### src/rtl/pc_sequencer.sv
// pc_sequencer: next-PC controller with a small return-address stack.
//
// It selects the next program counter each cycle. The choices are increment, absolute
// jump, signed relative branch (conditional or unconditional), call and return. It also
// runs an IDLE/RUN/HALT control FSM.
//
// Ports:
//   clk         rising-edge clock
//   reset       asynchronous active-low reset
//   start       leave IDLE and begin execution
//   stall       freeze PC, state, stack and error flag while in RUN
//   halt_req    enter HALT from RUN (PC holds that cycle)
//   resume      leave HALT back to RUN (PC holds that cycle)
//   jump_abs    PC <= target
//   branch_rel  PC <= PC + sext(offset) when taken
//   branch_cond gate the relative branch on cond_flag
//   cond_flag   ALU condition flag
//   call        push PC+1, PC <= target
//   ret         pop return address into PC
//   target      absolute jump/call address
//   offset      two's complement branch displacement
//   prog_ctr    current program counter
//   running     high while in RUN
//   stk_depth   stack occupancy, 0..DEPTH
//   stk_err     sticky overflow/underflow flag, cleared only by reset
module pc_sequencer #(
    parameter int unsigned D     = 12,
    parameter int unsigned DEPTH = 4,
    parameter int unsigned OW    = 8
) (
    input  logic                       clk,
    input  logic                       reset,
    input  logic                       start,
    input  logic                       stall,
    input  logic                       halt_req,
    input  logic                       resume,
    input  logic                       jump_abs,
    input  logic                       branch_rel,
    input  logic                       branch_cond,
    input  logic                       cond_flag,
    input  logic                       call,
    input  logic                       ret,
    input  logic [D-1:0]               target,
    input  logic [OW-1:0]              offset,
    output logic [D-1:0]               prog_ctr,
    output logic                       running,
    output logic [$clog2(DEPTH):0]     stk_depth,
    output logic                       stk_err
);

    localparam int unsigned AW = $clog2(DEPTH);
    localparam int unsigned SW = AW + 1;

    localparam logic [1:0] StIdle = 2'd0;
    localparam logic [1:0] StRun  = 2'd1;
    localparam logic [1:0] StHalt = 2'd2;

    logic [1:0]    state_q, state_d;
    logic [D-1:0]  pc_q, pc_d;
    logic [SW-1:0] depth_q, depth_d;
    logic          err_q, err_d;
    logic [D-1:0]  stk_q [DEPTH];

    logic          push;
    logic [D-1:0]  pc_inc;
    logic [D-1:0]  off_ext;
    logic [SW-1:0] top_idx;
    logic          stk_empty;
    logic          stk_full;
    logic          br_taken;

    assign pc_inc    = pc_q + D'(1);
    assign off_ext   = D'($signed(offset));
    assign top_idx   = depth_q - SW'(1);
    assign stk_empty = (depth_q == '0);
    assign stk_full  = (depth_q == SW'(DEPTH));
    assign br_taken  = branch_rel & (~branch_cond | cond_flag);

    always_comb begin
        state_d = state_q;
        pc_d    = pc_q;
        depth_d = depth_q;
        err_d   = err_q;
        push    = 1'b0;
        case (state_q)
            StIdle: begin
                if (start) state_d = StRun;
            end
            StRun: begin
                if (!stall) begin
                    if (halt_req) begin
                        state_d = StHalt;
                    end else if (ret) begin
                        if (stk_empty) begin
                            err_d = 1'b1;
                            pc_d  = pc_inc;
                        end else begin
                            pc_d    = stk_q[top_idx[AW-1:0]];
                            depth_d = top_idx;
                        end
                    end else if (call) begin
                        pc_d = target;
                        if (stk_full) begin
                            err_d = 1'b1;
                        end else begin
                            push    = 1'b1;
                            depth_d = depth_q + SW'(1);
                        end
                    end else if (jump_abs) begin
                        pc_d = target;
                    end else if (br_taken) begin
                        pc_d = pc_q + off_ext;
                    end else begin
                        pc_d = pc_inc;
                    end
                end
            end
            StHalt: begin
                if (resume) state_d = StRun;
            end
            default: state_d = StIdle;
        endcase
    end

    always_ff @(posedge clk or negedge reset) begin
        if (!reset) begin
            state_q <= StIdle;
            pc_q    <= '0;
            depth_q <= '0;
            err_q   <= 1'b0;
        end else begin
            state_q <= state_d;
            pc_q    <= pc_d;
            depth_q <= depth_d;
            err_q   <= err_d;
        end
    end

    // Stack storage needs no reset: entries are only read below depth_q.
    always_ff @(posedge clk) begin
        if (push) stk_q[depth_q[AW-1:0]] <= pc_inc;
    end

    assign prog_ctr  = pc_q;
    assign running   = (state_q == StRun);
    assign stk_depth = depth_q;
    assign stk_err   = err_q;

endmodule

### config.mk
export PLATFORM = sky130hd
export DESIGN_NAME = pc_sequencer
export DESIGN_NICKNAME = d
export VERILOG_FILES = /design/src/rtl/pc_sequencer.sv
export SDC_FILE = /design/constraint.sdc
export NUM_CORES = 1
export LEC_CHECK = 0
export BUFFER_PORTS_ARGS = -buffer_cell sky130_fd_sc_hd__clkbuf_2
export CAP_MARGIN = 20
export CORE_UTILIZATION = 35
export DETAILED_ROUTE_END_ITERATION = 12
export MAX_ROUTING_LAYER = met4
export PLACE_DENSITY = 0.64
export SLEW_MARGIN = 30
export SYNTH_ARGS = -nofsm -noshare
export SYNTH_HDL_FRONTEND = slang
export SYNTH_SLANG_ARGS = --single-unit
### constraint.sdc
create_clock -name clk -period 5.2 [get_ports clk]
set_input_delay 0.52 -clock clk [delete_from_list [all_inputs] [get_ports clk]]
set_output_delay 0.52 -clock clk [all_outputs]
set_load 0.02 [all_outputs]
==> results.toml <==
[sta]
finalSetupTns_ns = 0
hold_viol_final = 0
fin_crit_sh_pct = 53.7
setup_ws_ns = 2.41
slew_violations = 0
max_freq_mhz = 358
slew_headroom_pct = 49.3
rsz0062_at_grt = "false"
tightest_slew_ns = 0.759
min_period_ns = 2.79
finalClockSkew_ns = 0.00770
finalSetupViolations = 0
holdWs_ns = 0.157

[cts]
cts.sinks = 66
cts_resized = 0
cts_root_buf = "clkbuf_16"
clock_path_buffers = 2
cts-htree-levels = 3
clk_latency_ns = 0.33
postCtsHoldBufs = 0
post_cts_buffers = 0
cts_buffers = 9
path_clk_slew_ns = 0.06
cts_tree = "done"

[logic_synthesis]
netlist_area_um2 = 3990
yosysMostFrequentCell = "edfxtp_1"
yosys.area.top_type_share_pct = 36.1
netlist.top_cell.by_area = "edfxtp_1"
syn-mean-instance-area_um2 = 11.2
syn_inst = 355
async_reset_ff_share_pct = 27.3
synth_edf_count = 48
synth.ff_latch_count = 66
synth.area.top_cells = "edfxtp_1 (36%), dfrtp_1 (11%), mux4_2 (6.8%)"
ys.flop_type = "edfxtp_1"
yosysWarningCount = 0
yosys.cell_types.count = 60
syn_nets = 406
synth_common_cells = "edfxtp_1 (48), nor2_1 (30), a21oi_1 (20)"
synth-seq-area-share_pct = 47.4

[cells_and_area]
area_growth_syn_to_layout_pct = 15.9
diodes = 0
final_layout_size_suffix_gt1_share_pct = 23.0
multiInputGateArea_um2 = 1970
nets = 450
seq_area_um2 = 1890
fin_util_pct = 42.1
nFillCells = 1055

[grt]
grt_pass1_vias = 3058
grt_max_degree = 22
antenna_found_initial = 0
overflow = 0
grt_usage_pct = 18.4
grt_pass1_wl_mm = 15.9

[outcome]
status = "completed"

[detailed_routing]
vias = 3067
post_drt_wl_per_cell_um = 17.8
routed_wirelength_mm = 9.69
drtIter0Drc = 175
antenna_left = 0
viasPerCell = 5.64
firstDrtPassIters = 5
drc_errors = 0

[floorplanning]
start_util_pct = 36.4
coreArea_um2 = 11000
core.rowCount = 38
io_pins = 49
die_width_um = 109
die_y_um = 109
die_area_um2 = 11800

[place]
place.gp.congestion = 0.811
pre_cts_slack_ns = 2.07
io_buffers = 48
dp_hpwl_mm = 7.05

[worst_setup_path]
path_cells = "ha_1 -> inv_1 -> fa_1 -> nor2b_1 -> o31a_1 -> o2111ai_1 -> a311o_1 -> a311o_1 -> a31oi_1"
max_stage_delay_ns = 0.53
crit_arrival_ns = 3.05
crit_slowest_cell = "dfrtp_1"
cp.required_ns = 5.45
crit_path_end_kind = "register"
cp_max_fo = 8
path_class = "register to register"
worstSetupStartpointType = "register"
crit_top_cell = "a311o_1"
path_delay_family = "compound AO/OA/AOI/OAI gates"
path_buf_inv = 1

[power_and_ir_drop]
vdd_ir_drop_max_v = 0.000252
p_leak_nw = 1.78
fin_total_pwr_mw = 2.58
powerDensity_nw_per_um2 = 558

[run]
drv_cap = 0

[worst_hold_path]
hold_path_class = "input pin to async pin"
through the flow:
stage	instance area, um2	instances
2_1_floorplan	3990	355
3_3_place_gp	4320	528
3_5_place_dp	4330	528
4_1_cts	4620	544
5_1_grt	4630	544
6_report	4630	544
layer usage:
metal  wire length (um)  GRT usage, %  part of all wire [%]
met5                  0             -                     0
met4                 63          3.47                  0.65
met1               4490          25.2                    46
met2               4530          28.3                    47
met3                606          3.95                   6.3
placed cells by master, fill, tap and decap left out, types with 3 or more instances in the layout:
cell | Yosys | routed
xor2_1 | 6 | 6
or2_2 | 5 | 5
a21oi_1 | 20 | 20
o31ai_1 | 3 | 3
edfxtp_1 | 48 | 48
nand2_1 | 19 | 19
clkbuf_16 | 0 | 9
mux4_2 | 12 | 12
and2_1 | 7 | 7
dfrtp_1 | 18 | 17
nand4_1 | 4 | 4
o21a_1 | 4 | 4
a21o_1 | 6 | 6
a211oi_1 | 5 | 5
o211ai_1 | 3 | 3
nand3b_1 | 4 | 4
and3_1 | 3 | 3
ha_1 | 18 | 18
mux2i_1 | 9 | 9
clkbuf_2 | 0 | 48
nor2_1 | 30 | 29
a31oi_1 | 8 | 8
nor2b_1 | 6 | 6
nand2b_1 | 8 | 8
xnor2_1 | 8 | 8
inv_1 | 12 | 12
o21ai_0 | 19 | 19
nand3_1 | 8 | 8
nor3_1 | 12 | 12
a2bb2oi_1 | 3 | 3
worst paths after layout:
check / start / cells after the start / end / slack [ns]
setup / recovery: prog_ctr[0] / 9 / prog_ctr[10] / 2.41
setup reg to reg: prog_ctr[0] / 9 / prog_ctr[10] / 2.41
min in group clk: stk_err / 1 / stk_err / 0.47
max in group asynchronous: reset / 1 / stk_depth[0] / 4.66
hold reg to reg: stk_err / 1 / stk_err / 0.47
hold / removal: reset / 1 / stk_depth[2] / 0.16
registers in the layout, indices dropped and copies added (netlist names):
name / flops
state_q: 2
stk_err: 1
stk_q: 48
stk_depth: 3
prog_ctr: 12
report_power, final:
group / internal, mW / leakage (nW) / switching (mW) / total, mW
Sequential: 0.704 / 0.648 / 0.152 / 0.855
Clock: 0.369 / 0.137 / 0.224 / 0.593
Combinational: 0.486 / 0.994 / 0.645 / 1.13
cell families after synthesis:
kind of cell             share of synthesized area (%)
adder cells (fa/ha/maj)                           6.14
buffers and inverters                             3.45
XOR/XNOR                                          3.07
multiplexers                                      9.31
AO/OA/AOI/OAI                                     15.9
AND/OR/NAND/NOR                                   14.8
flip-flops                                        47.4
area by class of cell:
cell class | count | share of cell area [%]
Inverter | 12 | 0.974
Clock buffer | 9 | 4.87
Multi-Input combinational cell | 261 | 42.6
Tap cell | 140 | 3.79
Clock inverter | 7 | 1.51
Sequential cell | 66 | 40.9
Timing Repair Buffer | 49 | 5.36
(Power assumes the default switching activity.)
